<file path="src/rtl/mips_debug_ctrl_pkg.sv">
// Shared definitions for the mips debug front-end: widths, debounce defaults and button indices.
package mips_debug_defs;

  localparam int DEBUG_ADDR_W           = 7;
  localparam int DEBOUNCE_CYCLES_SIM    = 4;
  localparam int DEBOUNCE_CYCLES_BOARD  = 20;
  localparam int DEBOUNCE_CYCLES_DEFAULT = DEBOUNCE_CYCLES_BOARD;
  localparam int NUM_BTNS               = 5;

  typedef enum logic [2:0] {
    BTN_RUN  = 3'd0,
    BTN_STEP = 3'd1,
    BTN_IRQ  = 3'd2,
    BTN_INC  = 3'd3,
    BTN_DEC  = 3'd4
  } btn_idx_e;

endpackage

</file>
<file path="src/rtl/mips_debug_ctrl_debounce.sv">
// One push-button conditioner: 2-flop synchroniser, stability counter, rising-edge press pulse.
module btn_debounce #(
  parameter int DEBOUNCE_CYCLES = 20,
  parameter int CNT_W           = 5
) (
  input  logic clk,
  input  logic rst,
  input  logic btn_raw,
  output logic level,
  output logic press_pulse
);

  localparam logic [CNT_W-1:0] CNT_LAST = CNT_W'(DEBOUNCE_CYCLES - 1);

  logic             sync_p0;
  logic             sync_p1;
  logic             level_d;
  logic [CNT_W-1:0] cnt;

  always_ff @(posedge clk) begin
    if (!rst) begin
      sync_p0     <= 1'b0;
      sync_p1     <= 1'b0;
      level       <= 1'b0;
      level_d     <= 1'b0;
      press_pulse <= 1'b0;
      cnt         <= '0;
    end else begin
      // stage p0/p1: metastability guard on the asynchronous button
      sync_p0     <= btn_raw;
      sync_p1     <= sync_p0;
      // stage p2: qualify level changes, then edge-detect the debounced level
      level_d     <= level;
      press_pulse <= level & ~level_d;
      if (sync_p1 == level) begin
        cnt <= '0;
      end else if (cnt == CNT_LAST) begin
        cnt   <= '0;
        level <= ~level;
      end else begin
        cnt <= cnt + CNT_W'(1);
      end
    end
  end

endmodule

</file>
<file path="src/rtl/mips_debug_ctrl.sv">
// Board push-buttons to mips core debug controls: run/halt toggle, gated step, irq request, register select.
module mips_debug_ctrl
  import mips_debug_defs::*;
#(
  parameter int DEBOUNCE_CYCLES = DEBOUNCE_CYCLES_DEFAULT,
  parameter int CNT_W           = 5,
  parameter int ADDR_W          = DEBUG_ADDR_W
) (
  input  logic              clk,
  input  logic              rst,
  input  logic              btn_run,
  input  logic              btn_step,
  input  logic              btn_irq,
  input  logic              btn_addr_inc,
  input  logic              btn_addr_dec,
  input  logic              irq_ack,
  output logic              debug_en,
  output logic              debug_step,
  output logic [ADDR_W-1:0] debug_addr,
  output logic              interrupter
);

  logic [NUM_BTNS-1:0] btn_raw;
  logic [NUM_BTNS-1:0] btn_level;
  logic [NUM_BTNS-1:0] btn_pulse;
  logic [NUM_BTNS-1:0] press;

  function automatic logic [ADDR_W-1:0] addr_next(input logic [ADDR_W-1:0] addr,
                                                  input logic inc, input logic dec);
    case ({inc, dec})
      2'b10:   return addr + ADDR_W'(1);
      2'b01:   return addr - ADDR_W'(1);
      default: return addr;
    endcase
  endfunction

  assign btn_raw[BTN_RUN]  = btn_run;
  assign btn_raw[BTN_STEP] = btn_step;
  assign btn_raw[BTN_IRQ]  = btn_irq;
  assign btn_raw[BTN_INC]  = btn_addr_inc;
  assign btn_raw[BTN_DEC]  = btn_addr_dec;

  for (genvar i = 0; i < NUM_BTNS; i++) begin : g_btn
    btn_debounce #(
      .DEBOUNCE_CYCLES(DEBOUNCE_CYCLES),
      .CNT_W          (CNT_W)
    ) u_debounce (
      .clk        (clk),
      .rst        (rst),
      .btn_raw    (btn_raw[i]),
      .level      (btn_level[i]),
      .press_pulse(btn_pulse[i])
    );
  end

  // A press only counts while its button is still debounced-down.
  assign press = btn_pulse & btn_level;

  always_ff @(posedge clk) begin
    if (!rst) begin
      debug_en    <= 1'b1;
      debug_step  <= 1'b0;
      debug_addr  <= '0;
      interrupter <= 1'b0;
    end else begin
      // step is judged against debug_en before any toggle in the same cycle
      debug_step  <= press[BTN_STEP] & debug_en;
      debug_en    <= debug_en ^ press[BTN_RUN];
      interrupter <= press[BTN_IRQ] | (interrupter & ~irq_ack);
      debug_addr  <= addr_next(debug_addr, press[BTN_INC], press[BTN_DEC]);
    end
  end

endmodule

</file>
<file path="config.mk">
export PLATFORM = sky130hd
export DESIGN_NAME = mips_debug_ctrl
export DESIGN_NICKNAME = d
export VERILOG_FILES = /design/src/rtl/mips_debug_ctrl_pkg.sv /design/src/rtl/mips_debug_ctrl_debounce.sv /design/src/rtl/mips_debug_ctrl.sv
export SDC_FILE = /design/constraint.sdc
export NUM_CORES = 1
export LEC_CHECK = 0
export ABC_AREA = 0
export BUFFER_PORTS_ARGS = -buffer_cell sky130_fd_sc_hd__buf_2
export CAP_MARGIN = 20
export CORE_UTILIZATION = 39
export CTS_CLUSTER_SIZE = 14
export DETAILED_ROUTE_END_ITERATION = 6
export GPL_TIMING_DRIVEN = 0
export SETUP_SLACK_MARGIN = 0.15
export SLEW_MARGIN = 20
export SYNTH_ARGS = -nofsm -noshare
export SYNTH_HDL_FRONTEND = slang
export SYNTH_SLANG_ARGS = --single-unit
</file>
<file path="constraint.sdc">
create_clock -name clk -period 4.35 [get_ports clk]
set_clock_uncertainty 0.05 [all_clocks]
set_input_delay 0.2175 -clock clk [delete_from_list [all_inputs] [get_ports clk]]
set_output_delay 0.2175 -clock clk [all_outputs]
set_load 0.1 [all_outputs]
</file>
==> flow_metrics.env <==
export IMPL_first_global_vias=1559
export IMPL_final_layout_size_suffix_gt1_share_pct=14.8
export IMPL_netlist_cell_type_count=36
export IMPL_clock_sinks=60
export IMPL_yosys_top_cells_area="sky130_fd_sc_hd__dfxtp_1, sky130_fd_sc_hd__xnor2_1, sky130_fd_sc_hd__mux2i_1"
export IMPL_timing_worst_slew_pin_value_ns=0.487
export IMPL_grt_antenna_before_repair=0
export IMPL_worst_slew_margin_rel_pct=67.8
export IMPL_synth_nets=275
export IMPL_min_path_type="input pin to flip-flop"
export IMPL_place_detailed_hpwl_mm=2.71
export IMPL_via_to_cell_ratio=4.66
export IMPL_layout_filler_cells=584
export IMPL_critical_path_slowest_cell="sky130_fd_sc_hd__dfxtp_1"
export IMPL_path_cells="and2_1 -> ha_1 -> buf_4 -> xor2_1 -> ha_1 -> a21boi_1 -> o22a_1 -> nand2_1 -> mux2i_1 -> mux2i_1"
export IMPL_grt_setup_unrepaired="no"
export IMPL_cp_delay_by_family_top="adder cells"
export IMPL_p_total_mw=1.01
export IMPL_wl_met2_mm=1.74
export IMPL_global_route_overflow_total=0
export IMPL_floorplan_die_height_um=81.4
export IMPL_clock_tree_root_cell="sky130_fd_sc_hd__clkbuf_8"
export IMPL_dieArea_um2=6630
export IMPL_post_synth_top_area_fraction_pct=48.9
export IMPL_placeableCoreArea_um2=5990
export IMPL_worst_setup_path_type="flip-flop to flip-flop"
export IMPL_cts_resized_gates=0
export IMPL_timing_critical_path_fanout_max=10
export IMPL_postRouteWirelength_mm=3.92
export IMPL_residual_antenna_violating_net_count_after_detailed_routing=0
export IMPL_maxCapViolations=0
export IMPL_period_share_pct=54.7
export IMPL_dieWidth_um=81.4
export IMPL_finalMaxSlewViolations=0
export IMPL_port_buffer_count=16
export IMPL_post_cts_setup_buffers=0
export IMPL_dp_slack_ns=1.99
export IMPL_worst_setup_path_end_kind="flip-flop"
export IMPL_area_growth_pct=14.2
export IMPL_clock_tree_htree_level_count=3
export IMPL_synth_cells=259
export IMPL_wl_met1_mm=1.96
export IMPL_cp_data_arrival_time_ns=2.59
export IMPL_finalCriticalPeriod_ns=2.38
export IMPL_final_setup_tns_ns=0
export IMPL_clock_transition_at_the_register_clock_pins_on_the_worst_setup_and_hold_paths_after_cts_ns=0.07
export IMPL_clock_tree_from_tritoncts="yes"
export IMPL_met3_length_um=145
export IMPL_numCtsBuffers=9
export IMPL_global_route_wire_length_before_repair_mm=6.74
export IMPL_crit_path_max_incr_delay_ns=0.36
export IMPL_power_density_nw_per_um2=360
export IMPL_final_hold_violation_count=0
export IMPL_fin_area_um2=2810
export IMPL_synthesis_area_um2=2460
export IMPL_postSynthRegisterBits=60
export IMPL_insertedDiodeCount=0
export IMPL_final_gp_congestion=0.723
export IMPL_drt_wirelength_per_cell_um=10.7
export IMPL_worstPathRequired_ns=4.56
export IMPL_initial_core_util_pct=41.0
export IMPL_timing_final_setup_violations=0
export IMPL_grt_start_max_net_pins=11
export IMPL_run_status="finished clean"
export IMPL_setup_slack_ns=1.97
export IMPL_synth_area_per_cell_um2=9.49
export IMPL_final_nets=302
export IMPL_layout_common_cells="sky130_fd_sc_hd__dfxtp_1, sky130_fd_sc_hd__nor2_1, sky130_fd_sc_hd__nand2_1, sky130_fd_sc_hd__and2_1, sky130_fd_sc_hd__buf_2"
export IMPL_drt_first_pass_iters=4
export IMPL_detailedRoute_firstIterationViolations=27
export IMPL_grt_use_total_pct=13.9
export IMPL_clock_insertion_delay_worst_skew_ns=0.33
export IMPL_rows=28
export IMPL_cts_hold_fix_buffers=0
export IMPL_critical_path_n_buffers_inverters=1
export IMPL_drc=0
export IMPL_achievable_freq_ghz=0.420
export IMPL_dr_total_vias=1702
export IMPL_io_pin_count=18
export IMPL_synth_yosys_warnings=0
export IMPL_placed_area_um2=2630
export IMPL_layout_commonest_cell="sky130_fd_sc_hd__dfxtp_1"
export IMPL_highest_signal_layer="met4"
export IMPL_ir_worst_vdd_mv=0.224
export IMPL_netlist_top_cell_by_area="sky130_fd_sc_hd__dfxtp_1"
export IMPL_cts_path_max_buffers=2
export IMPL_worst_setup_path_start_kind="flip-flop"
export IMPL_static_leakage_power_nw=1.16
export IMPL_synth_yosys_seq_area_share_pct=48.9
## synthesized netlist by cell type
cell type and instances:
sky130_fd_sc_hd__a21boi_0 1, sky130_fd_sc_hd__a21boi_1 1, sky130_fd_sc_hd__a21o_1 2, sky130_fd_sc_hd__a21oi_1 8, sky130_fd_sc_hd__a22oi_1 3, sky130_fd_sc_hd__a22oi_2 1
sky130_fd_sc_hd__a32oi_1 1, sky130_fd_sc_hd__and2_1 18, sky130_fd_sc_hd__and3_1 2, sky130_fd_sc_hd__and4bb_2 1, sky130_fd_sc_hd__buf_2 1, sky130_fd_sc_hd__buf_4 1
sky130_fd_sc_hd__clkbuf_1 2, sky130_fd_sc_hd__clkbuf_2 2, sky130_fd_sc_hd__dfxtp_1 60, sky130_fd_sc_hd__ha_1 8, sky130_fd_sc_hd__inv_1 12, sky130_fd_sc_hd__mux2i_1 12
sky130_fd_sc_hd__nand2_1 19, sky130_fd_sc_hd__nand2b_1 5, sky130_fd_sc_hd__nand3_1 9, sky130_fd_sc_hd__nand4_2 1, sky130_fd_sc_hd__nand4b_1 1, sky130_fd_sc_hd__nand4bb_1 1
sky130_fd_sc_hd__nor2_1 26, sky130_fd_sc_hd__nor2b_1 13, sky130_fd_sc_hd__nor3_1 4, sky130_fd_sc_hd__nor4bb_1 1, sky130_fd_sc_hd__o21ai_0 9, sky130_fd_sc_hd__o21bai_1 1
sky130_fd_sc_hd__o22a_1 1, sky130_fd_sc_hd__o22ai_1 2, sky130_fd_sc_hd__or2_2 5, sky130_fd_sc_hd__or2b_1 2, sky130_fd_sc_hd__xnor2_1 15, sky130_fd_sc_hd__xor2_1 8
## path summary, 6_finish.rpt
check                                         startpoint                                    endpoint  slack (ns)  cells after the start
setup / recovery  g_btn[4].u_debounce.level$_SDFFE_PN0P_                  debug_addr[4]$_SDFFE_PN0P_        1.97                     10
hold reg to reg   g_btn[1].u_debounce.level_d$_SDFF_PN0_  g_btn[1].u_debounce.press_pulse$_SDFF_PN0_        0.33                      1
setup reg to reg  g_btn[4].u_debounce.level$_SDFFE_PN0P_                  debug_addr[4]$_SDFFE_PN0P_        1.97                     10
hold / removal                                  btn_step      g_btn[1].u_debounce.sync_p0$_SDFF_PN0_        0.04                      2
## registers in the layout, summed over array words and instances, names as in the netlist
signal / count
g_btn.u_debounce.cnt: 25
debug_addr: 7
g_btn.u_debounce.level: 5
g_btn.u_debounce.level_d: 5
g_btn.u_debounce.press_pulse: 5
g_btn.u_debounce.sync_p0: 5
g_btn.u_debounce.sync_p1: 5
debug_en: 1
debug_step: 1
interrupter: 1
## cell families (layout without fill, tap and decap cells)
| family | count (synthesis) | after routing | synth area share, % |
|---|---|---|---|
| flip-flops | 60 | 60 | 48.9 |
| buffers and inverters | 18 | 49 | 3.05 |
| AND/OR/NAND/NOR | 108 | 108 | 23.3 |
| adder cells (fa/ha/maj) | 8 | 8 | 4.07 |
| AO/OA/AOI/OAI | 30 | 30 | 7.63 |
| multiplexers | 12 | 12 | 4.89 |
| XOR/XNOR | 23 | 23 | 8.19 |
## worst register-to-register path: stages (launching register included)
cell and delay [ns]:
sky130_fd_sc_hd__dfxtp_1 0.36, sky130_fd_sc_hd__and2_1 0.18, sky130_fd_sc_hd__ha_1 0.29, sky130_fd_sc_hd__buf_4 0.23, sky130_fd_sc_hd__xor2_1 0.16, sky130_fd_sc_hd__ha_1 0.20, sky130_fd_sc_hd__a21boi_1 0.19, sky130_fd_sc_hd__o22a_1 0.17
sky130_fd_sc_hd__nand2_1 0.07, sky130_fd_sc_hd__mux2i_1 0.20, sky130_fd_sc_hd__mux2i_1 0.20
## through the flow
step	cells	hold WS [ns]	util (%)
final	365	0.0442	46.9
after global routing	365	0.0413	46.9
after CTS	365	0.0262	46.9
after detailed placement	350	0.322	43.9
after global placement	350	0.320	43.9
after floorplan	259	0.295	-
## power breakdown
part           internal [mW]  total (mW)  switching, mW  leakage, nW
combinational        0.00872      0.0188         0.0101        0.584
sequential             0.555       0.558        0.00264        0.486
clock                  0.232       0.436          0.204       0.0872
## metal layers
layer  GRT usage [%]  up-vias
met5               0        -
met4            9.11        0
met3            4.72        8
met2            21.0       28
met1            16.6      763
li1                -      903
## area by class of cell
cell class	instances	area (um2)	share of cell area (%)
buffer	6	30.0	1.07
clock buffer	11	151	5.39
clock inverter	4	25.0	0.891
inverter	12	45.0	1.60
multi-input combinational	181	1180	42.1
sequential	60	1200	42.8
tap	75	93.8	3.34
timing repair buffer	16	80.1	2.85
(Power assumes the default switching activity.)
